===== src/rtl/fetch_stage_pkg.sv =====
// Shared definitions for the instruction-fetch stage and IF/ID register.
package fetch_stage_pkg;

  localparam int unsigned XLEN = 16;
  localparam int unsigned OPW  = 5;
  localparam int unsigned STW  = 2;

  localparam logic [OPW-1:0]  OP_HALT   = 5'b00000;
  localparam logic [OPW-1:0]  OP_NOP    = 5'b00001;
  localparam logic [XLEN-1:0] NOP_INSTR = {OP_NOP, 11'h000};

  // Fetch FSM encoding
  localparam logic [STW-1:0] RUN    = 2'd0;
  localparam logic [STW-1:0] WAIT   = 2'd1;
  localparam logic [STW-1:0] HALTED = 2'd2;

  // IF/ID payload; also used for the one-entry skid buffer
  typedef struct packed {
    logic [XLEN-1:0] instr;
    logic [XLEN-1:0] pc_2;
    logic            halt;
  } if_id_t;

  function automatic logic is_halt(input logic [XLEN-1:0] word);
    return word[XLEN-1 -: OPW] == OP_HALT;
  endfunction

endpackage


===== src/rtl/cla16.sv =====
// 16-bit carry-lookahead adder: 4-bit groups with a lookahead group-carry level.
module cla16 (
  input  logic [15:0] a,
  input  logic [15:0] b,
  input  logic        cin,
  output logic [15:0] sum
);

  logic [15:0] g;
  logic [15:0] p;
  logic [15:0] c;
  logic [3:0]  gg;
  logic [3:0]  gp;
  logic [3:0]  gc;

  // Bit and group generate/propagate, then lookahead carries
  always_comb begin
    g = a & b;
    p = a ^ b;
    for (int k = 0; k < 4; k++) begin
      gg[k] = g[4*k+3]
            | (p[4*k+3] & g[4*k+2])
            | (p[4*k+3] & p[4*k+2] & g[4*k+1])
            | (p[4*k+3] & p[4*k+2] & p[4*k+1] & g[4*k]);
      gp[k] = &p[4*k +: 4];
    end
    gc[0] = cin;
    gc[1] = gg[0] | (gp[0] & cin);
    gc[2] = gg[1] | (gp[1] & gg[0]) | (gp[1] & gp[0] & cin);
    gc[3] = gg[2] | (gp[2] & gg[1]) | (gp[2] & gp[1] & gg[0])
          | (gp[2] & gp[1] & gp[0] & cin);
    for (int k = 0; k < 4; k++) begin
      c[4*k]   = gc[k];
      c[4*k+1] = g[4*k] | (p[4*k] & gc[k]);
      c[4*k+2] = g[4*k+1] | (p[4*k+1] & g[4*k]) | (p[4*k+1] & p[4*k] & gc[k]);
      c[4*k+3] = g[4*k+2] | (p[4*k+2] & g[4*k+1]) | (p[4*k+2] & p[4*k+1] & g[4*k])
               | (p[4*k+2] & p[4*k+1] & p[4*k] & gc[k]);
    end
    sum = p ^ c;
  end

endmodule


===== src/rtl/fetch_stage.sv =====
// Instruction fetch + IF/ID register with ready handshake, skid buffer and
// deferred redirect. Optional FETCH_ALIGN_CHECK_EN: odd PC halts with sticky err.
module fetch_stage
  import fetch_stage_pkg::*;
#(
  parameter logic [15:0] RESET_PC = 16'h0000
) (
  input  logic        clk,
  input  logic        rst,
  input  logic        branch_taken,
  input  logic [15:0] branch_PC,
  input  logic        IF_flush,
  input  logic        IF_ID_nowrite,
  output logic [15:0] imem_addr,
  output logic        imem_req,
  input  logic [15:0] imem_data,
  input  logic        imem_rdy,
  output logic [15:0] instr,
  output logic [15:0] IF_ID_PC_2,
  output logic        IF_ID_HALT,
  output logic        err
);

  logic [STW-1:0]  state_q, state_d;
  logic [XLEN-1:0] pc_q, pc_d;
  logic [XLEN-1:0] pc_plus2;
  if_id_t          if_id_q, if_id_d;
  if_id_t          skid_q, skid_d;
  logic            skid_valid_q, skid_valid_d;
  logic            redir_valid_q, redir_valid_d;
  logic [XLEN-1:0] redir_pc_q, redir_pc_d;
  logic [XLEN-1:0] target;
  if_id_t          fetched;
  if_id_t          nop_word;
  logic            redirect;
  logic            hit;
  logic            misalign;

`ifdef FETCH_ALIGN_CHECK_EN
  logic err_q, err_d;
  assign misalign = pc_q[0];
  assign err      = err_q;
`else
  assign misalign = 1'b0;
  assign err      = 1'b0;
`endif

  cla16 u_pc_add (
    .a   (pc_q),
    .b   (16'h0002),
    .cin (1'b0),
    .sum (pc_plus2)
  );

  assign redirect = branch_taken | IF_flush;
  // WAIT keeps the request up and the address stable; RUN backs off on stall,
  // redirect, misalignment or while the skid buffer still holds a word.
  assign imem_req = !rst && !skid_valid_q &&
                    ((state_q == RUN && !IF_ID_nowrite && !redirect && !misalign) ||
                     state_q == WAIT);
  assign hit       = imem_req & imem_rdy;
  assign imem_addr = pc_q;
  assign fetched   = {imem_data, pc_plus2, is_halt(imem_data)};
  assign nop_word  = {NOP_INSTR, if_id_q.pc_2, 1'b0};
  assign target    = branch_taken  ? branch_PC  :
                     redir_valid_q ? redir_pc_q : pc_q;

  assign instr      = if_id_q.instr;
  assign IF_ID_PC_2 = if_id_q.pc_2;
  assign IF_ID_HALT = if_id_q.halt;

  // Next-state: redirect/flush, then stall, then skid drain, then fetch
  always_comb begin
    state_d       = state_q;
    pc_d          = pc_q;
    if_id_d       = if_id_q;
    skid_d        = skid_q;
    skid_valid_d  = skid_valid_q;
    redir_valid_d = redir_valid_q;
    redir_pc_d    = redir_pc_q;
`ifdef FETCH_ALIGN_CHECK_EN
    err_d         = err_q;
`endif
    if (redirect) begin
      if_id_d      = nop_word;
      skid_valid_d = 1'b0;
      if (state_q == WAIT && !hit) begin
        redir_valid_d = 1'b1;
        redir_pc_d    = target;
      end else begin
        pc_d          = target;
        redir_valid_d = 1'b0;
        state_d       = (state_q == HALTED && !branch_taken) ? HALTED : RUN;
      end
    end else if (IF_ID_nowrite) begin
      if (hit) begin
        state_d = RUN;
        if (redir_valid_q) begin
          pc_d          = redir_pc_q;
          redir_valid_d = 1'b0;
        end else begin
          skid_d       = fetched;
          skid_valid_d = 1'b1;
          pc_d         = pc_plus2;
        end
      end
    end else if (skid_valid_q) begin
      if_id_d      = skid_q;
      skid_valid_d = 1'b0;
      if (skid_q.halt) state_d = HALTED;
    end else if (hit) begin
      state_d = RUN;
      if (redir_valid_q) begin
        if_id_d       = nop_word;
        pc_d          = redir_pc_q;
        redir_valid_d = 1'b0;
      end else begin
        if_id_d = fetched;
        pc_d    = pc_plus2;
        if (fetched.halt) state_d = HALTED;
      end
    end else begin
      if_id_d = nop_word;
      if (state_q == RUN) begin
        if (misalign) begin
          state_d      = HALTED;
          if_id_d.halt = 1'b1;
`ifdef FETCH_ALIGN_CHECK_EN
          err_d        = 1'b1;
`endif
        end else begin
          state_d = WAIT;
        end
      end
    end
  end

  // State and pipeline registers
  always_ff @(posedge clk or posedge rst) begin
    if (rst) begin
      state_q       <= RUN;
      pc_q          <= RESET_PC;
      if_id_q       <= {NOP_INSTR, RESET_PC, 1'b0};
      skid_q        <= '0;
      skid_valid_q  <= 1'b0;
      redir_valid_q <= 1'b0;
      redir_pc_q    <= '0;
`ifdef FETCH_ALIGN_CHECK_EN
      err_q         <= 1'b0;
`endif
    end else begin
      state_q       <= state_d;
      pc_q          <= pc_d;
      if_id_q       <= if_id_d;
      skid_q        <= skid_d;
      skid_valid_q  <= skid_valid_d;
      redir_valid_q <= redir_valid_d;
      redir_pc_q    <= redir_pc_d;
`ifdef FETCH_ALIGN_CHECK_EN
      err_q         <= err_d;
`endif
    end
  end

endmodule


===== config.mk =====
export PLATFORM = sky130hd
export DESIGN_NAME = fetch_stage
export DESIGN_NICKNAME = d
export VERILOG_FILES = /design/src/rtl/fetch_stage_pkg.sv /design/src/rtl/cla16.sv /design/src/rtl/fetch_stage.sv
export SDC_FILE = /design/constraint.sdc
export NUM_CORES = 1
export LEC_CHECK = 0
export ABC_AREA = 1
export BUFFER_PORTS_ARGS = -buffer_cell sky130_fd_sc_hd__buf_2
export CAP_MARGIN = 20
export CORE_ASPECT_RATIO = 0.8
export CORE_UTILIZATION = 55
export CTS_CLUSTER_DIAMETER = 40
export DETAILED_ROUTE_END_ITERATION = 16
export PLACE_DENSITY_LB_ADDON = 0.05
export RECOVER_POWER = 100
export REMOVE_ABC_BUFFERS = 1
export SLEW_MARGIN = 20
export SYNTH_ARGS = -nofsm -noshare
export SYNTH_HDL_FRONTEND = slang
export SYNTH_HIERARCHICAL = 1
export SYNTH_SLANG_ARGS = --single-unit

===== constraint.sdc =====
create_clock -name clk -period 3.56 [get_ports clk]
set_input_delay 0.178 -clock clk [delete_from_list [all_inputs] [get_ports clk]]
set_output_delay 0.178 -clock clk [all_outputs]
set_load 0.02 [all_outputs]

### Word-level counts from Yosys, hierarchy flattened

Index checks and enable logic that the tools add are counted.

| storage, ports and cells | value |
|---|---|
| register bits after elaboration | 102 |
| bits of input ports | 38 |
| output and inout bits | 51 |
| word-level logic and storage cells | 109 |

| operators by class | value |
|---|---|
| eq/ne operators | 9 |
| mux-type cells | 33 |
| bitwise gates (word level) | 31 |
| reductions and logical operators | 25 |

Operator list:

| kind | count |
|---|---|
| $mux W33 | 5 |
| $mux W16 | 8 |
| $and A1 B1 Y1 | 25 |
| $mux W2 | 11 |
| $reduce_and A4 Y1 | 5 |
| $xor A16 B16 Y16 | 1 |
| $mux W1 | 9 |
| $logic_and A1 B1 Y1 | 6 |
| $logic_not A1 Y1 | 6 |
| $ne A3 B2 Y1 const B | 2 |
| $reduce_and A2 Y1 | 3 |
| $logic_not A5 Y1 | 1 |
| $ne A2 B2 Y1 const B | 2 |
| $ne A4 B3 Y1 const B | 1 |
| $not A1 Y1 | 4 |
| $reduce_bool A4 Y1 | 1 |
| $ne A3 B1 Y1 const B | 1 |
| $eq A2 B1 Y1 const B | 1 |
| $eq A2 B2 Y1 const B | 1 |
| $logic_not A2 Y1 | 1 |
| $ne A2 B1 Y1 const B | 1 |
| $reduce_bool A2 Y1 | 1 |
| $logic_or A1 B1 Y1 | 1 |
| $or A1 B1 Y1 | 1 |

### Longest topological paths before layout

| logic depth | value |
|---|---|
| depth in word-level cells | 10 |
| gate-level depth with buffers | 19 |
| depth with buffers taken out | 19 |

### Hierarchy

The synthesis kept the hierarchy.

By module, submodules not included:

| module | times used | cells each | area each (um^2) | sequential area each (um^2) |
|---|---|---|---|---|
| fetch_stage | 1 | 641 | 4,952.2 | 2,553.7 |
| cla16 | 1 | 120 | 755.7 | 0.0 |

### Least setup slack after synthesis

No wires, ideal clock.

| path | value |
|---|---|
| path kind | reg-to-reg |
| start point | register pc_q[1] (netlist: imem_addr[1]) |
| end point | register pc_q[9] (netlist: imem_addr[9]) |
| library setup time | 0.083 ns |
| arrival time | 2.222 ns |
| data required time | 3.477 ns |
| slack | 1.255 ns |
| stages on the path, launching flop included | 14 |
| buffers on the path | 0 |
| period minus slack after synthesis | 2.305 ns |
| cell sequence | dfrtp_1 -> ha_1 -> or2_0 -> nand3b_1 -> nand2_2 -> nand2_1 -> nand2_1 -> inv_1 -> fa_1 -> xnor2_1 -> inv_1 -> o211ai_1 -> o21ai_0 -> o21ai_0 |

RTL lines:

| what | line | source |
|---|---|---|
| from (decl) | fetch_stage.sv:25 | `logic [XLEN-1:0] pc_q, pc_d;` |
| from (signal assigned) | fetch_stage.sv:153 | `pc_q <= pc_d;` |

### Worst setup path in the final report

| path | value |
|---|---|
| start point | register skid_valid_q |
| end point | register if_id_q (netlist bit IF_ID_PC_2[0]) |

| on the way | value |
|---|---|
| cells in the longest elaborated chain, start to end | 6 |
| elaborated cells between the ends (all ways) | 8 |
| classes of those cells | 1 x eq/ne; 1 x mux; 1 x bitwise; 5 x reduce/logical |

RTL lines:

| what | line | source |
|---|---|---|
| from (decl) | fetch_stage.sv:29 | `logic skid_valid_q, skid_valid_d;` |
| from (signal assigned) | fetch_stage.sv:156 | `skid_valid_q <= skid_valid_d;` |
| $logic_not A1 Y1 | fetch_stage.sv:58 | `assign imem_req = !rst && !skid_valid_q &&` |
| $logic_and A1 B1 Y1 (2 in a row) | fetch_stage.sv:58 |  |
| $and A1 B1 Y1 | fetch_stage.sv:61 | `assign hit = imem_req & imem_rdy;` |
| $reduce_bool A2 Y1 (no source line) | - |  |
| $reduce_and A4 Y1 (no source line) | - |  |
| to (signal assigned) | fetch_stage.sv:143 | `if_id_q <= {NOP_INSTR, RESET_PC, 1'b0};` |
| to (signal assigned) | fetch_stage.sv:154 | `if_id_q <= if_id_d;` |
| to (decl) | fetch_stage.sv:27 | `if_id_t if_id_q, if_id_d;` |

Several ways; a longest one is shown, not always the timed one.
A chain may end at the register's enable or synchronous reset.

==> metrics.md <==
| Metric | Value |
|---|---|
| WP data required | 3790 ps |
| Initial DRC Count | 441 |
| First drt pass iteration count | 8 |
| Post-CTS Setup Repair Bufs | 0 |
| # diodes | 0 |
| FF+latch count, synth | 102 |
| Synth top area cells | dfrtp_1 (44%), nand2_1 (19%), nand3_1 (5.5%) |
| Routed vias/inst | 5.342 |
| Cts-stage hold buffer count | 1 |
| Cell taking the most area after synthesis | dfrtp_1 |
| Die H | 93.12 um |
| Crit path top cell by count | nand2_1 |
| Setup crit end kind | flop |
| Post-route ant nets | 0 |
| Total Wirelength | 14.14 mm |
| Total congestion overflow | 0 |
| Row count | 32 |
| Skew final | 4.152 ps |
| Dpl cell area | 6304 um^2 |
| Synthesized area | 5708 um^2 |
| Power Internal | 2287 uW |
| Yosys cell types | 40 |
| Die Span X | 115.9 um |
| Ys flop type | dfrtp_1 |
| RSZ-0062 raised after global routing | no |
| Critical path class | flop to flop |
| Setup crit start kind | flop |
| Die area | 10,790 um^2 |
| First-pass GRT wire length | 23.84 mm |
| WL/cell | 14.19 um |
| Final Setup Violations | 0 |
| Ys async rst share | 100.0% |
| Port Buffers | 87 |
| Most frequent cell after synthesis | nand2_1 |
| CTS tree | built |
| Final hold vios | 0 |
| Post-synth EDFFs | 0 |
| Maximum vdd ir drop | 0.2548 mV |
| Combinational share of power | 29.1% |
| GRT Total Usage | 28.57% |
| I/O Pins | 89 |
| P_sw | 1258 uW |
| Max_cap viols | 1 |
| Switching part of the total | 35.49% |
| Top cells by count, synth | nand2_1 (282), dfrtp_1 (101), nand3_1 (63), inv_1 (56), o21ai_0 (45) |
| Yosys warns | 6 |
| Total Nets Final | 913 |
| Synth top area share | 44.28% |
| Placer Congestion | 0.8698 |
| Initial Utilization | 57.95% |
| Lkg Pwr | 0.003386 uW |
| CTS Buf Count | 9 |
| Syn avg cell area | 7.501 um^2 |
| Via Count | 5,326 |
| Gate Count Post-Synth | 761 |
| CTS resizes | 0 |
| Largest net degree at the start of global routing | 49 |
| Root Buffer | clkbuf_16 |
| Layout cell share with drive strength beyond 1 | 9.640% |
| Total power | 3545 uW |
| CP max-delay cell | dfrtp_1 |
| Vias in the first global route | 5,003 |
| Initial antenna violation count | 0 |
| Slew Viols, Final | 49 |
| Flop pwr share | 42.8% |
| CTS Buffer Depth | 2 |
| Crit path max fanout | 21 |
| DP Wirelength | 9.754 mm |
| Tightest Pin Transition | 2258 ps |
| Clock share of power | 28.1% |
| Crit path arrival time | 3070 ps |
| TritonCTS Sinks | 102 |
| Max Clk Rate | 351.7 MHz |
| Worst path max stage delay | 670 ps |
| Worst Hold Class | primary input to flop |
| DR DRC count | 0 |
| Worst skew pair latency | 350 ps |
| Setup TNS | 0 ps |
| Post-route cell area | 6520 um^2 |
| Core Area | 9849 um^2 |
| Worst slew margin | -51.35% |
| Worst-path clk slew | 70 ps |
| H-tree level count | 3 |
| Failing checks | max-capacitance violations, max-slew violations |
| Crit share post-route | 79.86% |
| Crit-path cells | nor3_1 -> nand3_4 -> nor2_4 -> inv_2 -> nand2_4 -> nand2_1 -> nand2_1 -> nand2_1 |
| Area Overhead vs Synth | 14.23% |
| Cell Pwr Density | 543.6 nW/um^2 |
| Status | finished with violations |
| Sequential fraction of the synthesis area | 44.74% |
| Min Tclk post-route | 2843 ps |
==> state kept, by name (all words and copies together) (netlist names) <==
name	count
IF_ID_PC_2	16
IF_ID_HALT	1
redir_valid_q	1
state_q	2
redir_pc_q	16
skid_valid_q	1
instr	16
imem_addr	16
skid_q	33
==> per-stage QoR <==
step | hold slack (ps) | cells | worst slack (ps) | util, %
2_1_floorplan | 322.5 | 745 | 708.2 | -
3_3_place_gp | 325.1 | 980 | 1125 | 64.00
3_5_place_dp | 336.5 | 980 | 1112 | 64.00
4_1_cts | 74.72 | 997 | 1091 | 67.15
5_1_grt | 75.82 | 997 | 466.6 | 66.20
6_report | 80.47 | 997 | 716.9 | 66.20
==> cell families after synthesis <==
| kind of cell | after synthesis | synth area share [%] |
|---|---|---|
| AO/OA/AOI/OAI | 116 | 11.27 |
| XOR/XNOR | 8 | 1.228 |
| adder cells (fa/ha/maj) | 19 | 4.691 |
| buffers and inverters | 96 | 7.102 |
| flip-flops | 102 | 44.74 |
| other | 2 | 0.1316 |
| AND/OR/NAND/NOR | 418 | 30.84 |
==> critical path: cells and delay by family, from the launching register on <==
kind                   cells  cell delay, ps
buffers and inverters      1             100
DFF                        1             670
and+or+nand+nor            7            1950
==> final cells by class <==
type / instances / area, um^2
clock buffers: 10 / 239.0
clock inverters: 6 / 61.31
fillers: 911 / 3329
inverters: 59 / 222.7
multi-input cells: 584 / 2815
flip-flops and latches: 102 / 2554
well taps: 136 / 170.2
repair buffers: 100 / 457.9
==> final timing paths <==
check	slack (ps)	to	cells past startpoint	startpoint
min	80	instr[6]	3	imem_data[6]
min in group asynchronous	1020	IF_ID_HALT	3	rst
max reg2reg	720	IF_ID_PC_2[0]	8	skid_valid_q
max	720	IF_ID_PC_2[0]	8	skid_valid_q
max in group asynchronous	990	imem_addr[0]	4	rst
min reg2reg	480	skid_q[19]	2	skid_q[19]
==> layer usage <==
metal	track usage, %	part of all wire (%)
met1	39.32	47
met4	8.974	1.5
met2	45.83	46
met5	0	0
met3	5.120	6.0
==> cells in the final DEF (no fill, tap or decap), types with 7 or more instances in the layout <==
master     synthesis  layout
nand2_1          282     284
dfrtp_1          101     101
nand3_1           63      63
inv_1             56      56
o21ai_0           45      53
clkbuf_1          16      52
nor2_1            44      43
buf_2             12      37
a21oi_1           35      35
conb_1             2      23
o211ai_1          17      17
ha_1              15      15
clkbuf_16          0       9
nand2_2            8       7
buf_4              6       7
==> power by group through the flow <==
stage / clock, uW / combinational [uW] / sequential [uW]
2_1_floorplan: 0 / 694 / 1580
3_3_place_gp: 0 / 1010 / 1520
3_5_place_dp: 0 / 1040 / 1530
4_1_cts: 1010 / 1050 / 1510
5_1_grt: 1050 / 1190 / 1550
6_report: 995 / 1030 / 1520
(Power assumes the default switching activity.)
